File: src/rtl/camera_pkg.sv
// Shared constants, FSM encoding and entry-width helper for the capture path.
package camera_pkg;

  localparam int PIX_W       = 16;
  localparam int SYNC_STAGES = 2;

  typedef enum logic [1:0] {
    IDLE    = 2'd0,
    WAIT_VS = 2'd1,
    ACTIVE  = 2'd2,
    DROP    = 2'd3
  } cap_state_e;

  // FIFO entry = {sof, eol, packed pixels}
  function automatic int entry_width(input int pix_per_word);
    return PIX_W * pix_per_word + 2;
  endfunction

endpackage

File: src/rtl/camera_fifomod.sv
// Synchronous first-word-fall-through FIFO with registered full/empty flags.
module camera_fifomod #(
  parameter int WIDTH = 34,
  parameter int DEPTH = 16
) (
  input  logic             CLOCK,
  input  logic             RESET,
  input  logic             push_i,
  input  logic [WIDTH-1:0] wdata_i,
  input  logic             pop_i,
  output logic [WIDTH-1:0] rdata_o,
  output logic             full_o,
  output logic             empty_o
);

  localparam int AW = $clog2(DEPTH);
  localparam logic [AW:0] FULL_CNT = (AW + 1)'(DEPTH);

  logic [WIDTH-1:0] mem_q [DEPTH];
  logic [AW-1:0]    wptr_q, rptr_q;
  logic [AW:0]      cnt_q, cnt_d;
  logic             empty_q, full_q;
  logic             do_push_s, do_pop_s;

  // A pop frees a slot in the same cycle, so push-while-full is legal when popping
  assign do_pop_s  = pop_i && !empty_q;
  assign do_push_s = push_i && (!full_q || do_pop_s);

  // Next occupancy from push/pop combination
  always_comb begin
    cnt_d = cnt_q;
    if (do_push_s && !do_pop_s) begin
      cnt_d = cnt_q + 1'b1;
    end else if (do_pop_s && !do_push_s) begin
      cnt_d = cnt_q - 1'b1;
    end else begin
      cnt_d = cnt_q;
    end
  end

  // Storage, pointers and occupancy flags
  always_ff @(posedge CLOCK or negedge RESET) begin
    if (!RESET) begin
      for (int i = 0; i < DEPTH; i++) begin
        mem_q[i] <= '0;
      end
      wptr_q  <= '0;
      rptr_q  <= '0;
      cnt_q   <= '0;
      empty_q <= 1'b1;
      full_q  <= 1'b0;
    end else begin
      if (do_push_s) begin
        mem_q[wptr_q] <= wdata_i;
        wptr_q        <= wptr_q + 1'b1;
      end
      if (do_pop_s) begin
        rptr_q <= rptr_q + 1'b1;
      end
      cnt_q   <= cnt_d;
      empty_q <= (cnt_d == '0);
      full_q  <= (cnt_d == FULL_CNT);
    end
  end

  assign rdata_o = mem_q[rptr_q];
  assign full_o  = full_q;
  assign empty_o = empty_q;

endmodule

File: src/rtl/camera_capture_winmod.sv
// OV7670 capture: oversampled bus, RGB565 assembly, window crop, packing, FWFT output.
module camera_capture_winmod
  import camera_pkg::*;
#(
  parameter int PIX_PER_WORD = 2,
  parameter int H_ACTIVE     = 640,
  parameter int V_ACTIVE     = 480,
  parameter int X0           = 0,
  parameter int Y0           = 0,
  parameter int WIN_W        = 640,
  parameter int WIN_H        = 480,
  parameter int FIFO_DEPTH   = 16
) (
  input  logic                          CLOCK,
  input  logic                          RESET,
  input  logic                          CMOS_PCLK,
  input  logic                          CMOS_HREF,
  input  logic                          CMOS_VSYNC,
  input  logic [7:0]                    CMOS_DQ,
  input  logic                          iEn,
  input  logic                          iReady,
  output logic                          oEn,
  output logic [PIX_W*PIX_PER_WORD-1:0] oData,
  output logic                          oSof,
  output logic                          oEol,
  output logic                          oOverflow,
  output logic [7:0]                    oFrameCnt
);

  localparam int WW   = PIX_W * PIX_PER_WORD;
  localparam int EW   = entry_width(PIX_PER_WORD);
  localparam int LAST = SYNC_STAGES - 1;
  localparam int XW   = $clog2(H_ACTIVE + 1);
  localparam int YW   = $clog2(V_ACTIVE + 1);
  localparam logic [XW-1:0] X_LO   = XW'(X0);
  localparam logic [XW-1:0] X_SPAN = XW'(WIN_W);
  localparam logic [XW-1:0] X_LAST = XW'(X0 + WIN_W - 1);
  localparam logic [XW-1:0] X_MAX  = XW'(H_ACTIVE - 1);
  localparam logic [YW-1:0] Y_LO   = YW'(Y0);
  localparam logic [YW-1:0] Y_SPAN = YW'(WIN_H);
  localparam logic [YW-1:0] Y_MAX  = YW'(V_ACTIVE - 1);
  localparam logic [2:0]    PIX_LAST = 3'(PIX_PER_WORD - 1);

  if ((PIX_PER_WORD != 1 && PIX_PER_WORD != 2 && PIX_PER_WORD != 4) ||
      (WIN_W % PIX_PER_WORD) != 0 || WIN_W < 1 || WIN_H < 1 || X0 < 0 || Y0 < 0 ||
      (X0 + WIN_W) > H_ACTIVE || (Y0 + WIN_H) > V_ACTIVE ||
      FIFO_DEPTH < 4 || (FIFO_DEPTH & (FIFO_DEPTH - 1)) != 0) begin : g_param_err
    $error("camera_capture_winmod: illegal parameter set");
  end

  logic [SYNC_STAGES-1:0]      pclk_sync_q, href_sync_q, vs_sync_q;
  logic [SYNC_STAGES-1:0][7:0] dq_pipe_q;
  logic                        pclk_prev_q, href_prev_q, vs_prev_q;
  cap_state_e                  state_q;
  logic [7:0]                  frame_cnt_q;
  logic                        ovf_q, sof_pend_q;
  logic [XW-1:0]               x_q;
  logic [YW-1:0]               y_q;
  logic                        phase_q;
  logic [7:0]                  msb_q;
  logic [WW-1:0]               word_q;
  logic [2:0]                  pix_cnt_q;

  logic sample_s, byte_s, pix_done_s, href_fall_s, vs_rise_s, vs_fall_s;
  logic in_win_s, capture_s, word_full_s, push_req_s, pop_s, overflow_s;
  logic frame_start_s, eol_s, fifo_full_s, fifo_empty_s;
  logic [PIX_W-1:0] pix_s;
  logic [WW-1:0]    word_next_s;
  logic [EW-1:0]    fifo_rdata_s;

  // Bring the sensor bus into the CLOCK domain; DQ is delayed to stay aligned with PCLK
  always_ff @(posedge CLOCK or negedge RESET) begin
    if (!RESET) begin
      pclk_sync_q <= '0;
      href_sync_q <= '0;
      vs_sync_q   <= '0;
      dq_pipe_q   <= '0;
      pclk_prev_q <= 1'b0;
      href_prev_q <= 1'b0;
      vs_prev_q   <= 1'b0;
    end else begin
      pclk_sync_q <= {pclk_sync_q[SYNC_STAGES-2:0], CMOS_PCLK};
      href_sync_q <= {href_sync_q[SYNC_STAGES-2:0], CMOS_HREF};
      vs_sync_q   <= {vs_sync_q[SYNC_STAGES-2:0], CMOS_VSYNC};
      dq_pipe_q   <= {dq_pipe_q[SYNC_STAGES-2:0], CMOS_DQ};
      pclk_prev_q <= pclk_sync_q[LAST];
      href_prev_q <= href_sync_q[LAST];
      vs_prev_q   <= vs_sync_q[LAST];
    end
  end

  assign sample_s    = pclk_sync_q[LAST] && !pclk_prev_q;
  assign href_fall_s = href_prev_q && !href_sync_q[LAST];
  assign vs_rise_s   = vs_sync_q[LAST] && !vs_prev_q;
  assign vs_fall_s   = vs_prev_q && !vs_sync_q[LAST];
  assign byte_s      = sample_s && href_sync_q[LAST];
  assign pix_done_s  = byte_s && phase_q;
  assign pix_s       = {msb_q, dq_pipe_q[LAST]};

  // Subtract-and-compare wraps for positions below the window origin
  assign in_win_s    = ((x_q - X_LO) < X_SPAN) && ((y_q - Y_LO) < Y_SPAN);
  assign capture_s   = pix_done_s && in_win_s && (state_q == ACTIVE);
  assign word_full_s = (pix_cnt_q == PIX_LAST);
  assign push_req_s  = capture_s && word_full_s;
  assign word_next_s = WW'({word_q, pix_s});
  assign eol_s       = (x_q == X_LAST);
  assign pop_s       = iReady && !fifo_empty_s;
  assign overflow_s  = push_req_s && fifo_full_s && !pop_s;
  assign frame_start_s = (state_q == WAIT_VS) && vs_fall_s;

  // Capture FSM with frame counter, sticky overflow and start-of-frame tag
  always_ff @(posedge CLOCK or negedge RESET) begin
    if (!RESET) begin
      state_q     <= IDLE;
      frame_cnt_q <= 8'd0;
      ovf_q       <= 1'b0;
      sof_pend_q  <= 1'b0;
    end else begin
      case (state_q)
        IDLE: begin
          if (iEn) state_q <= WAIT_VS;
        end
        WAIT_VS: begin
          if (vs_fall_s) begin
            state_q    <= ACTIVE;
            ovf_q      <= 1'b0;
            sof_pend_q <= 1'b1;
          end
        end
        ACTIVE: begin
          if (vs_rise_s) begin
            frame_cnt_q <= frame_cnt_q + 8'd1;
            state_q     <= iEn ? WAIT_VS : IDLE;
          end else if (overflow_s) begin
            ovf_q   <= 1'b1;
            state_q <= DROP;
          end else if (push_req_s) begin
            sof_pend_q <= 1'b0;
          end
        end
        DROP: begin
          if (vs_rise_s) state_q <= iEn ? WAIT_VS : IDLE;
        end
        default: state_q <= IDLE;
      endcase
    end
  end

  // Byte phase, line/column position and pixel packing
  always_ff @(posedge CLOCK or negedge RESET) begin
    if (!RESET) begin
      x_q       <= '0;
      y_q       <= '0;
      phase_q   <= 1'b0;
      msb_q     <= 8'd0;
      word_q    <= '0;
      pix_cnt_q <= 3'd0;
    end else if (frame_start_s) begin
      x_q       <= '0;
      y_q       <= '0;
      phase_q   <= 1'b0;
      pix_cnt_q <= 3'd0;
    end else if (href_fall_s) begin
      x_q       <= '0;
      phase_q   <= 1'b0;
      pix_cnt_q <= 3'd0;
      if (y_q != Y_MAX) y_q <= y_q + 1'b1;
    end else if (byte_s) begin
      phase_q <= !phase_q;
      if (!phase_q) begin
        msb_q <= dq_pipe_q[LAST];
      end else begin
        if (x_q != X_MAX) x_q <= x_q + 1'b1;
        if (capture_s) begin
          word_q    <= word_next_s;
          pix_cnt_q <= word_full_s ? 3'd0 : pix_cnt_q + 3'd1;
        end
      end
    end
  end

  camera_fifomod #(
    .WIDTH (EW),
    .DEPTH (FIFO_DEPTH)
  ) u_fifo (
    .CLOCK   (CLOCK),
    .RESET   (RESET),
    .push_i  (push_req_s),
    .wdata_i ({sof_pend_q, eol_s, word_next_s}),
    .pop_i   (pop_s),
    .rdata_o (fifo_rdata_s),
    .full_o  (fifo_full_s),
    .empty_o (fifo_empty_s)
  );

  assign oEn                 = !fifo_empty_s;
  assign {oSof, oEol, oData} = fifo_rdata_s;
  assign oOverflow           = ovf_q;
  assign oFrameCnt           = frame_cnt_q;

endmodule
File: config.mk
export PLATFORM = sky130hd
export DESIGN_NAME = camera_capture_winmod
export DESIGN_NICKNAME = d
export VERILOG_FILES = /design/src/rtl/camera_pkg.sv /design/src/rtl/camera_fifomod.sv /design/src/rtl/camera_capture_winmod.sv
export SDC_FILE = /design/constraint.sdc
export NUM_CORES = 1
export LEC_CHECK = 0
export BUFFER_PORTS_ARGS = -buffer_cell sky130_fd_sc_hd__buf_2
export CORE_MARGIN = 2
export CORE_UTILIZATION = 50
export CTS_BUF_LIST = sky130_fd_sc_hd__clkbuf_2
export CTS_CLUSTER_SIZE = 8
export DETAILED_ROUTE_END_ITERATION = 16
export PLACE_DENSITY = 0.66
export SLEW_MARGIN = 20
export SYNTH_ARGS = -nofsm -noshare
export SYNTH_HDL_FRONTEND = slang
export SYNTH_SLANG_ARGS = --single-unit
File: constraint.sdc
create_clock -name CLOCK -period 4.7 [get_ports CLOCK]
set_input_delay 0.235 -clock CLOCK [delete_from_list [all_inputs] [get_ports CLOCK]]
set_output_delay 0.235 -clock CLOCK [all_outputs]
set_load 0.1 [all_outputs]
* Word level (Yosys, flattened, before mapping) *
Cells that the tools add are included.

operators by class
  add/subtract/negate cells = 8
  multipliers = 0
  divide/modulo/power cells = 0
  order comparisons = 5
  eq/ne operators = 16
  shift operators = 0
  mux-type cells = 41
  bitwise operators = 5
  reduce and logical (&&, ||, !) cells = 48

operators by type and width
  operator                                                          number
  544-bit bitwise mux                                               1
  34-bit binary-select mux with 4-bit select                        1
  34-bit demux with 4-bit select                                    1
  34-bit 2-to-1 mux                                                 3
  10-bit 2-to-1 mux                                                 5
  9-bit 2-to-1 mux                                                  3
  1-bit logical AND                                                 19
  3-bit 2-to-1 mux                                                  6
  2-bit != test (second input constant)                             7
  4-bit AND reduction                                               3
  3-bit nonzero test                                                4
  1-bit 2-to-1 mux                                                  11
  10-bit by 1-bit adder with 10-bit output (second input constant)  1
  10-bit equality test (second input constant)                      1
  5-bit greater-or-equal comparator (second input constant)         2
  1-bit zero test                                                   10
  10-bit < comparator (second input constant)                       1
  2-bit 2-to-1 mux                                                  5
  5-bit 2-to-1 mux                                                  2
  10-bit != test (second input constant)                            1
  4-bit inverter with 5-bit output                                  2
  5-bit AND reduction                                               2
  9-bit by 1-bit adder with 9-bit output (second input constant)    1
  9-bit < comparator (second input constant)                        1
  21 further kinds                                                  30

storage, ports and cells
  flip-flop bits (word level) = 643
  latch bits = 0
  memory bits (writable) = 0
  ROM bits = 0
  input port bits = 15
  output and inout port bits = 44
  word-level logic and storage cells = 162
  memories = 0

* Logic depth before layout (Yosys ltp) *
Gate-level depths: netlist of run 1.

  depth in word-level cells = 13
  depth in mapped cells = 8
  depth with buffers taken out = 7

* Hierarchy *
From an unflattened synthesis of run 1, not the netlist that was laid out.

second synthesis, totals
  cell total of the unflattened synthesis = 1809
  area, all modules = 28906.5 µm²

by module, submodules not included
  module                 times used  cells each  area each (µm²)  seq. area each (µm²)
  camera_fifomod         1           1558        25555.8          13989.7
  camera_capture_winmod  1           251         3350.7           2102.0

* Least setup slack after synthesis of run 1 *
OpenSTA, ideal clock, no wires.

  kind = reg2out
  start = register u_fifo.rptr_q[0]
  end = output oData[15]
  data arrival time = 2.579 ns
  required time = 4.465 ns
  path slack = 1.886 ns
  stages on the path, launching flop included = 6
  path buffers = 3
  cells stage by stage = dfrtp_1 clkbuf_1 buf_2 buf_1 mux4_2 mux4_2

between the ends
  longest elaborated chain between the ends = 4

RTL lines
  element                                                 line                         source
  from (decl)                                             camera_fifomod.sv:20         logic [AW-1:0] wptr_q, rptr_q;
  from (signal assigned)                                  camera_fifomod.sv:58         rptr_q <= rptr_q + 1'b1;
  4-bit inverter with 5-bit output (implied by the code)  camera_fifomod.sv:66         assign rdata_o = mem_q[rptr_q];
  34-bit binary-select mux with 4-bit select              camera_fifomod.sv:66
  34-bit 2-to-1 mux (implied by the code) (2 in a row)    camera_fifomod.sv:66
  to (decl)                                               camera_capture_winmod.sv:23  output logic [PIX_W*PIX_PER_WORD-1:0] oData,

Every way passes these cells. The select of a mux whose other input is x is not followed.

* Final worst setup path of run 1 *
  start = register u_fifo.rptr_q[0]
  end = output oData[31]

Same word-level chain as after synthesis.

==> results of run 1 <==
-- area by class of cell --
cell class,instances,area (um2)
well taps,765,957
clock buffers,231,1160
repair buffers,130,1140
flip-flops and latches,643,16100
clock inverters,35,272
inverters,9,33.8
diodes,3,7.51
multi-input cells,973,12000
fillers,4787,26300
-- routing by layer --
metal | track usage [%] | vias up | wire (um)
li1 | - | 6922 | -
met1 | 30.0 | 8530 | 28800
met2 | 35.4 | 271 | 30600
met3 | 5.37 | 87 | 2370
met4 | 6.70 | 0 | 1050
met5 | 0 | - | 0
-- kinds of logic (layout without fill, tap and decap cells) --
logic type / Yosys count / count (layout) / share of synthesized area [%]
adders and majority gates: 10 / 10 / 0.426
xor gates and xnor gates: 34 / 34 / 1.01
and+or+nand+nor: 176 / 176 / 3.17
other: 0 / 3 / 0
buffers and inverters: 155 / 405 / 4.48
AOI/OAI and AO/OA: 29 / 29 / 0.639
DFF: 643 / 643 / 54.8
muxes: 724 / 724 / 35.4
-- power by group --
| group | switching, mW | total (mW) | internal, mW |
|---|---|---|---|
| Sequential | 0.756 | 6.44 | 5.69 |
| Clock | 2.21 | 3.78 | 1.57 |
| Combinational | 1.00 | 1.88 | 0.879 |
-- how the worst max path moves through the flow --
| stage | end |
|---|---|
| 2_1_floorplan | oData[15] |
| 3_3_place_gp | u_fifo.mem_q[512] |
| 3_5_place_dp | u_fifo.mem_q[512] |
| 4_1_cts | oData[11] |
| 5_1_grt | oData[2] |
| 6_report | oData[31] |
-- tightest hold or removal path: cells and delay by family --
kind / cells / cell delay [ns]
buffers and inverters: 4 / 1.73
-- sequential cells by signal, summed over array words and instances (netlist names), 2 cells and up --
register       flops
dq_pipe_q         16
href_sync_q        2
msb_q              8
oFrameCnt          8
pclk_sync_q        2
pix_cnt_q          3
state_q            2
u_fifo.cnt_q       5
u_fifo.mem_q     544
u_fifo.rptr_q      4
u_fifo.wptr_q      4
vs_sync_q          2
word_q            16
x_q               10
y_q                9
-- metrics by stage --
stage	power (mW)	utilization (%)	hold WS (ns)	area (um2)
final	12.1	54.6	0.182	31600
after global routing	12.8	54.6	0.0652	31600
after CTS	12.3	54.6	0.0254	31600
after detailed placement	8.45	51.4	0.336	29800
after global placement	8.41	51.4	0.332	29800
after floorplan	7.73	-	-0.0606	29400
-- cell usage after synthesis, types with 15 or more instances --
| cell | instances |
|---|---|
| nor2_1 | 27 |
| buf_6 | 36 |
| nand2_1 | 72 |
| clkdlybuf4s50_1 | 24 |
| clkbuf_1 | 31 |
| mux2_4 | 90 |
| mux4_2 | 170 |
| mux2_1 | 184 |
| dfrtp_1 | 642 |
| buf_1 | 15 |
| xnor2_1 | 19 |
| xor2_1 | 15 |
| mux2_2 | 280 |
-- repair_timing --
action,in CTS,in global routing
endpoints found under the hold margin,672,0
hold buffers,41,0
resized for setup,0,0
==> metrics, run 1 <==
Final Hold Vio Count 0; DIE HEIGHT 246 um; Gate Count Post-Synth 1,771; area leader, netlist dfrtp_1; Seq/Total Area, Yosys a little over half; flops & latches, synth 643; Site Rows between 80 and 90; Max Freq around 230 MHz; delay-heaviest family, CP multiplexers; Die ar. approximately 61,000 um2; Worst setup SP type register; Critical Path, Cell by Cell buf_4 > mux4_2 > mux4_2 > buf_2; largest net degree at the start of global routing roughly 120; Synth Cell Area 29,400 um2; CTS tree yes; NumNets Final 1,944; most used cell, CP mux4_2; critical path type register to output port; Slew HR 24.2%; share of layout cells above drive strength 1 44.6%; Reg2Reg Depth 5; worst stage delay on the critical path 0.95 ns; clock period minus worst slack 4.37 ns; Pleak 15.7 nW; path type of the worst min-delay path input pin to asynchronous set/reset pin; starting density of the core roughly 50%; post-synth top area share approximately 55%; placed insts ~2,500; Setup Buffers After CTS 0; HPWL Detailed 36,700 um; CP Capture Type output port; Root Buffer clkbuf_2; pre-CTS worst setup slack 1.23 ns; Fin Clk Skew about 0.060 ns; Post-DRT Antenna Nets 0; crit-path max FO 32; period utilization 93.0%; Wirelength per Cell 22.5 um; H-tree Lvls 4; Pwr per Cell Area 383 nW/um2; WP buf/inv 2; commonest non-fill, non-tap cell in the layout dfrtp_1; via total after detailed routing about 16,000; Critical Path RT ~4.5 ns; reg-to-reg endpoint u_fifo.mem_q[517]; status complete, no violations; Final Routed Wirelength 62,800 um; Yosys cell types 56; DRT Pass-1 Iters 5; RSZ-0062 raised after global routing false; commonest cells after routing, fill and taps aside dfrtp_1, mux2_2, clkbuf_2; cts bufs inserted approximately 160; Setup crit start u_fifo.rptr_q[0]; r2r setup slk around 1.2 ns; Max Cap Viol 0; Final Max Slew Viols 0; Starting DRT DRC Count 885; final setup vio count 0; dominant cells by area after synthesis dfrtp_1, mux4_2, mux2_2, mux2_1, mux2_4; Post-synth top flop dfrtp_1; Port Buffers 58; yosys warns 0; reg2reg start state_q[0]; critical path depth 4; crit path max-delay cell type dfrtp_4; drt drc 0; synthesis-to-layout area growth 7.77%; Core Region 57,900 um2; number of synthesized flops with an enable pin 0; Syn Nets 1,796; WP data arrival ~4.1 ns; Least-Margin Pin Slew 1.14 ns; clk_lat worst skew roughly 1.3 ns; Final WS setup 0.328 ns; DIE WIDTH 246 um; clock-pin transition on the worst setup and hold timing paths approximately 0.11 ns; RD Place Congestion 0.762; total track usage 22.1%; vias per cell 5.67; Synth Area per Inst 16.6 um2; first-pass GRT wire length between 100,000 and 150,000 um; CTS Sinks 643; top-level I/O count 59; initial antenna violation count 2; grt ovf 0; non-filler cells, final 2,789; clk buf depth 3; Sum Neg Setup Slack 0 ns; Max IR drop VDD 328 uV; vias in the first global route 17,727; ys async rst share 100%
No activity file was read; power rests on OpenSTA's default activity.
==> run 2: changes to the inputs <==
--- a/config.mk
+++ b/config.mk
@@ -7,11 +7,10 @@
 export LEC_CHECK = 0
 export BUFFER_PORTS_ARGS = -buffer_cell sky130_fd_sc_hd__buf_2
 export CORE_MARGIN = 2
-export CORE_UTILIZATION = 50
+export CORE_UTILIZATION = 26
 export CTS_BUF_LIST = sky130_fd_sc_hd__clkbuf_2
 export CTS_CLUSTER_SIZE = 8
 export DETAILED_ROUTE_END_ITERATION = 16
-export PLACE_DENSITY = 0.66
 export SLEW_MARGIN = 20
 export SYNTH_ARGS = -nofsm -noshare
 export SYNTH_HDL_FRONTEND = slang
==> constraint.sdc (replaced) <==
create_clock -name CLOCK -period 4.7 [get_ports CLOCK]
set_input_delay 0.94 -clock CLOCK [delete_from_list [all_inputs] [get_ports CLOCK]]
set_output_delay 0.94 -clock CLOCK [all_outputs]
set_load 0.1 [all_outputs]
==> metrics, run 2 (synthesis gave the netlist of run 1 again) <==
status complete, no violations; clk_lat worst skew 1.36 ns (+0.02 ns); top-level I/O count 59 (unchanged); Pint 8.27 mW (+1.6%); Root Buffer clkbuf_2; Combinational Power Share 19.1% (+3.6 points); dpl cell area 30,900 um2 (+4.0%); CP Capture Type output port; Final Max Slew Viols 0 (unchanged); final instance area 32,800 um2 (+3.7%); period utilization 95.3% (+2.3 points); synthesis-to-layout area growth 11.8%; path type of the worst min-delay path input pin to register; Post-DRT Antenna Nets 0 (unchanged); share of layout cells above drive strength 1 46.1% (+1.4 points); switching power share of the total 33.6% (+0.85 points); clock-pin transition on the worst setup and hold timing paths 0.10 ns (about the same); Final Routed Wirelength 73,900 um (+18%); Pwr per Cell Area 379 nW/um2 (-0.84%); Pleak 15.8 nW (+0.83%); initial antenna violation count 4 (+2); clock period minus worst slack 4.48 ns (+0.109 ns); Sum Neg Setup Slack 0 ns (unchanged); Design Power 12.5 mW (+2.9%); Critical Path RT 3.76 ns (-0.71 ns); largest net degree at the start of global routing 110 (-6.0%); Clk pwr share 31.0% (-0.3 points); non-filler cells, final 3,541 (+27%); CTS Sinks 643 (unchanged); pre-CTS worst setup slack 1.01 ns (-0.223 ns); Hold WS 0.267 ns (+0.0855 ns); final setup vio count 0 (unchanged); commonest non-fill, non-tap cell in the layout dfrtp_1; vias in the first global route 18,538 (+4.6%); NumNets Final 1,945 (+0.051%); H-tree Lvls 4 (unchanged); Wirelength per Cell 20.9 um (-7.4%); number of flip-flops in the largest register 544 (unchanged); Core Region 112,000 um2 (+94%); Least-Margin Pin Slew 1.04 ns (-0.0985 ns); Max Freq 223 MHz (-2.4%); Regs by FF count u_fifo.mem_q: 544 flops, dq_pipe_q: 16 flops, word_q: 16 flops; Fin Clk Skew 0.128 ns (+0.0680 ns); clk buf depth 3 (unchanged); r2r setup slk 1.13 ns (-0.08 ns); DIE HEIGHT 340 um (+38%); Seq pwr share 49.9% (-3.3 points); critical path type register to output port; Final Hold Vio Count 0 (unchanged); DIE WIDTH 340 um (+38%); Slew HR 30.7% (+6.6 points); commonest cells after routing, fill and taps aside dfrtp_1, mux2_2, clkbuf_2; WP data arrival 3.54 ns (-0.60 ns); Worst setup SP type register; Starting DRT DRC Count 769 (-13%); starting density of the core 26.2% (-25 points); via total after detailed routing 16,248 (+2.8%); first-pass GRT wire length 115,000 um (+13%); Max IR drop VDD 235 uV (-28%); Largest Register u_fifo.mem_q; RSZ-0062 raised after global routing true; vias per cell 4.59 (-19%); placed insts 3,232 (+30%); Max Cap Viol 0 (unchanged); Port Buffers 58 (unchanged); grt ovf 0 (unchanged); Final WS setup 0.220 ns (-0.109 ns); Site Rows 123 (+40%); cts bufs inserted 161 (-0.62%); HPWL Detailed 43,800 um (+19%); CTS tree yes; crit-path max FO 29 (-9.4%); Die ar. 116,000 um2 (+91%); drt drc 0 (unchanged); DRT Pass-1 Iters 5 (unchanged); RD Place Congestion 0.733 (-3.8%); Psw 4.19 mW (+5.5%); total track usage 13.0% (-9.1 points); post-layout util 29.3% (-25 points)
[run 2: cell types whose count changed in the layout (fill, tap and decap cells not counted), moves of 7 or more]
cell | previous run | this run
clkinv_1 | 22 | 29
buf_12 | 14 | 25
dlygate4sd3_1 | 40 | 14
buf_6 | 0 | 8
buf_2 | 57 | 45
buf_4 | 17 | 34
[run 2: final timing paths]
kind,start,to,cells past startpoint
max,u_fifo.rptr_q[0],oData[24],5
min,CMOS_DQ[6],dq_pipe_q[6],2
max reg2reg,state_q[0],u_fifo.mem_q[525],6
min reg2reg,dq_pipe_q[4],dq_pipe_q[12],0
max in group asynchronous,RESET,pclk_prev_q,3
min in group asynchronous,RESET,oFrameCnt[0],2
[run 2: final cells by class]
cell class | instances | area [um2]
fill | 11153 | 79400
sequential | 643 | 16100
multi-input combinational | 973 | 12000
tap | 1500 | 1880
timing repair buffer | 132 | 1340
clock buffer | 234 | 1170
clock inverter | 48 | 318
inverter | 9 | 33.8
antenna | 2 | 5.00
[run 2: repair_timing]
action,CTS,global route
buffers inserted,11,0
hold endpoints to repair,110,0
hold buffers,14,0
resized for setup,18,4
endpoints found under the setup margin,31,4
pin swaps,0,0
gates cloned,0,0
[run 2: power by group through the flow]
stage,Clock [mW],Sequential (mW),Combinational [mW]
6_report,3.86,6.21,2.38
5_1_grt,4.32,6.27,2.54
4_1_cts,4.03,6.21,2.43
3_5_place_dp,0,6.44,2.09
3_3_place_gp,0,6.40,2.04
2_1_floorplan,0,6.05,1.68
[run 2: layer usage]
metal / GRT usage [%] / vias to the layer above / wire length, um
met5: 0 / - / 29
met4: 4.78 / 4 / 1990
met3: 3.46 / 151 / 3580
met2: 21.9 / 367 / 37300
met1: 15.9 / 8815 / 31000
li1: - / 6911 / -
[run 2: worst max-delay path, cell delays in order, from the launching register on]
cell and delay, ns:
dfrtp_4 0.43, buf_12 0.16, buf_12 0.27, mux4_2 0.56
mux4_2 0.52, buf_2 0.32
==> run 3: changes to the inputs <==
--- a/config.mk
+++ b/config.mk
@@ -5,7 +5,9 @@
 export SDC_FILE = /design/constraint.sdc
 export NUM_CORES = 1
 export LEC_CHECK = 0
+export ABC_AREA = 1
 export BUFFER_PORTS_ARGS = -buffer_cell sky130_fd_sc_hd__buf_2
+export CORE_ASPECT_RATIO = 0.9
 export CORE_MARGIN = 2
 export CORE_UTILIZATION = 26
 export CTS_BUF_LIST = sky130_fd_sc_hd__clkbuf_2
@@ -14,4 +16,5 @@
 export SLEW_MARGIN = 20
 export SYNTH_ARGS = -nofsm -noshare
 export SYNTH_HDL_FRONTEND = slang
+export SYNTH_HIERARCHICAL = 1
 export SYNTH_SLANG_ARGS = --single-unit
==> metrics, run 3 <==
status complete, no violations; Slew HR 29.3% (-1.5 points); period utilization 95.4% (about the same); Synth Area per Inst 8.78 um2 (-47%); dominant cells by area after synthesis dfrtp_1, o21ai_0, nand2_1, nor2_1, o21ai_1; Site Rows 115 (-6.5%); clk_lat worst skew 1.37 ns (about the same); HPWL Detailed 44,000 um (+0.56%); Max IR drop VDD 575 uV (+140%); share of layout cells above drive strength 1 13.8% (-32 points); WP data arrival 3.54 ns (about the same); yosys warns 6 (+6); vias per cell 4.79 (+4.4%); Yosys cell types 43 (-23%); H-tree Lvls 4 (unchanged); via total after detailed routing 23,498 (+45%); final instance area 32,300 um2 (-1.7%); Final Routed Wirelength 84,500 um (+14%); top-level I/O count 59 (unchanged); number of flip-flops in the largest register 544 (unchanged); clk buf depth 3 (unchanged); post-synth top area share 55.8% (+1.1 points); Core Region 109,000 um2 (-2.4%); path type of the worst min-delay path input pin to register; commonest cells after routing, fill and taps aside nand2_1, o21ai_0, dfrtp_1; vias in the first global route 22,939 (+24%); NumNets Final 3,340 (+72%); Die ar. 113,000 um2 (-2.0%); crit path max-delay cell type dfrtp_4; Worst setup SP type register; crit-path max FO 38 (+31%); worst stage delay on the critical path 0.70 ns (+0.14 ns); initial antenna violation count 2 (-2); number of synthesized flops with an enable pin 0 (unchanged); Largest Register u_fifo/mem_q; Sum Neg Setup Slack 0 ns (unchanged); Synth Cell Area 28,800 um2 (-2.0%); commonest non-fill, non-tap cell in the layout nand2_1; largest net degree at the start of global routing 139 (+26%); pre-CTS worst setup slack 0.985 ns (-0.0233 ns); dpl cell area 30,200 um2 (-2.4%); first-pass GRT wire length 133,000 um (+16%); CTS tree yes; DIE WIDTH 355 um (+4.3%); CTS Sinks 643 (unchanged); Root Buffer clkbuf_2; Design Power 18.6 mW (+49%); Gate Count Post-Synth 3,277 (+85%); Hold WS 0.243 ns (-0.0244 ns); cts bufs inserted 173 (+7.5%); flops & latches, synth 643 (unchanged); synthesis-to-layout area growth 12.2%; starting density of the core 26.3% (+0.11 points); Port Buffers 58 (unchanged); Pwr per Cell Area 576 nW/um2 (+52%); Max Freq 223 MHz (about the same); Regs by FF count u_fifo/mem_q: 544 flops, dq_pipe_q: 16 flops, word_q: 16 flops; Seq/Total Area, Yosys 55.9% (+1.1 points); Critical Path RT 3.76 ns (about the same); critical path type register to output port; area leader, netlist dfrtp_1; final setup vio count 0 (unchanged); total track usage 14.9% (+1.9 points); top-count cell post-synth nand2_1; DIE HEIGHT 320 um (-6.0%); Pleak 14.5 nW (-8.2%); RD Place Congestion 0.767 (+4.6%); drt drc 0 (unchanged); post-layout util 29.5% (+0.21 points); Max Cap Viol 0 (unchanged); Syn Nets 3,302 (+84%); Final Hold Vio Count 0 (unchanged); Wirelength per Cell 17.2 um (-17%); placed insts 4,577 (+42%); Post-synth top flop dfrtp_1; non-filler cells, final 4,906 (+39%); Fin Clk Skew 0.101 ns (-0.0275 ns); Post-DRT Antenna Nets 0 (unchanged); Starting DRT DRC Count 2,068 (+170%); clock-pin transition on the worst setup and hold timing paths 0.09 ns (about the same); Least-Margin Pin Slew 1.06 ns (+0.0222 ns); Final Max Slew Viols 0 (unchanged); clock period minus worst slack 4.48 ns (+0.00405 ns); grt ovf 0 (unchanged); CP Capture Type output port; DRT Pass-1 Iters 7 (+2); Synth top cells by count nand2_1, o21ai_0, dfrtp_1; ys async rst share 100% (unchanged); Critical Path, Cell by Cell buf_4 > o221ai_1 > nand3_1 > nand2_1 > buf_6; Final WS setup 0.216 ns (-0.00405 ns)
run 3: cell families after synthesis:
kind of cell / count (synthesis) / synth area share (%)
AND/OR/NAND/NOR: 1214 / 17.4
AO/OA/AOI/OAI: 1006 / 19.3
flip-flops: 643 / 55.9
buffers and inverters: 382 / 6.19
XOR/XNOR: 21 / 0.639
adder cells (fa/ha/maj): 10 / 0.435
multiplexers: 1 / 0.0391
run 3: power by group:
group,switching [mW],leakage [nW],internal (mW)
registers,0.289,8.85,5.71
logic,6.39,4.42,2.06
clock network,2.36,1.25,1.78
total,9.05,14.5,9.55
run 3: layer usage:
layer	track usage (%)	up-vias	share of wire [%]
met1	20.2	11399	46
met3	3.19	163	6.1
met5	0	-	0
met2	23.0	758	45
met4	6.33	0	3.1
li1	-	11178	-
run 3: area by class of cell:
class / instances / area (um2)
clock inverter: 32 / 270
timing repair inverter: 1 / 8.76
clock buffer: 269 / 1350
multi-input combinational: 2252 / 11000
fill: 11655 / 77200
timing repair buffer: 129 / 1270
sequential: 643 / 16100
antenna: 3 / 7.51
tap: 1462 / 1830
inverter: 115 / 473
run 3: worst paths after layout:
check                                 startpoint                 to  slack, ns  depth (start not counted)
worst max-delay path            u_fifo/rptr_q[2]          oData[27]       0.22                          5
worst min-delay path                  CMOS_DQ[5]       dq_pipe_q[5]       0.24                          2
worst max register to register            x_q[7]  u_fifo/mem_q[233]       1.51                         13
worst min register to register      dq_pipe_q[7]      dq_pipe_q[15]       0.33                          0
max in group asynchronous                  RESET   u_fifo/mem_q[67]       3.36                          3
min in group asynchronous                  RESET  u_fifo/mem_q[423]       0.26                          2
run 3: worst max-delay path, delay by kind of cell (launching register included):
| family | cells | cell delay, ns |
|---|---|---|
| AND/OR/NAND/NOR | 2 | 0.34 |
| AO/OA/AOI/OAI | 1 | 0.26 |
| flip-flops | 1 | 0.70 |
| buffers and inverters | 2 | 0.89 |
run 3: what timing repair did:
action                                  CTS  global route
setup buffers                             7             1
endpoints found under the setup margin   34            13
endpoints found under the hold margin   100             0
cloned                                    2             0
hold buffers                             15             0
resized for setup                        39            13
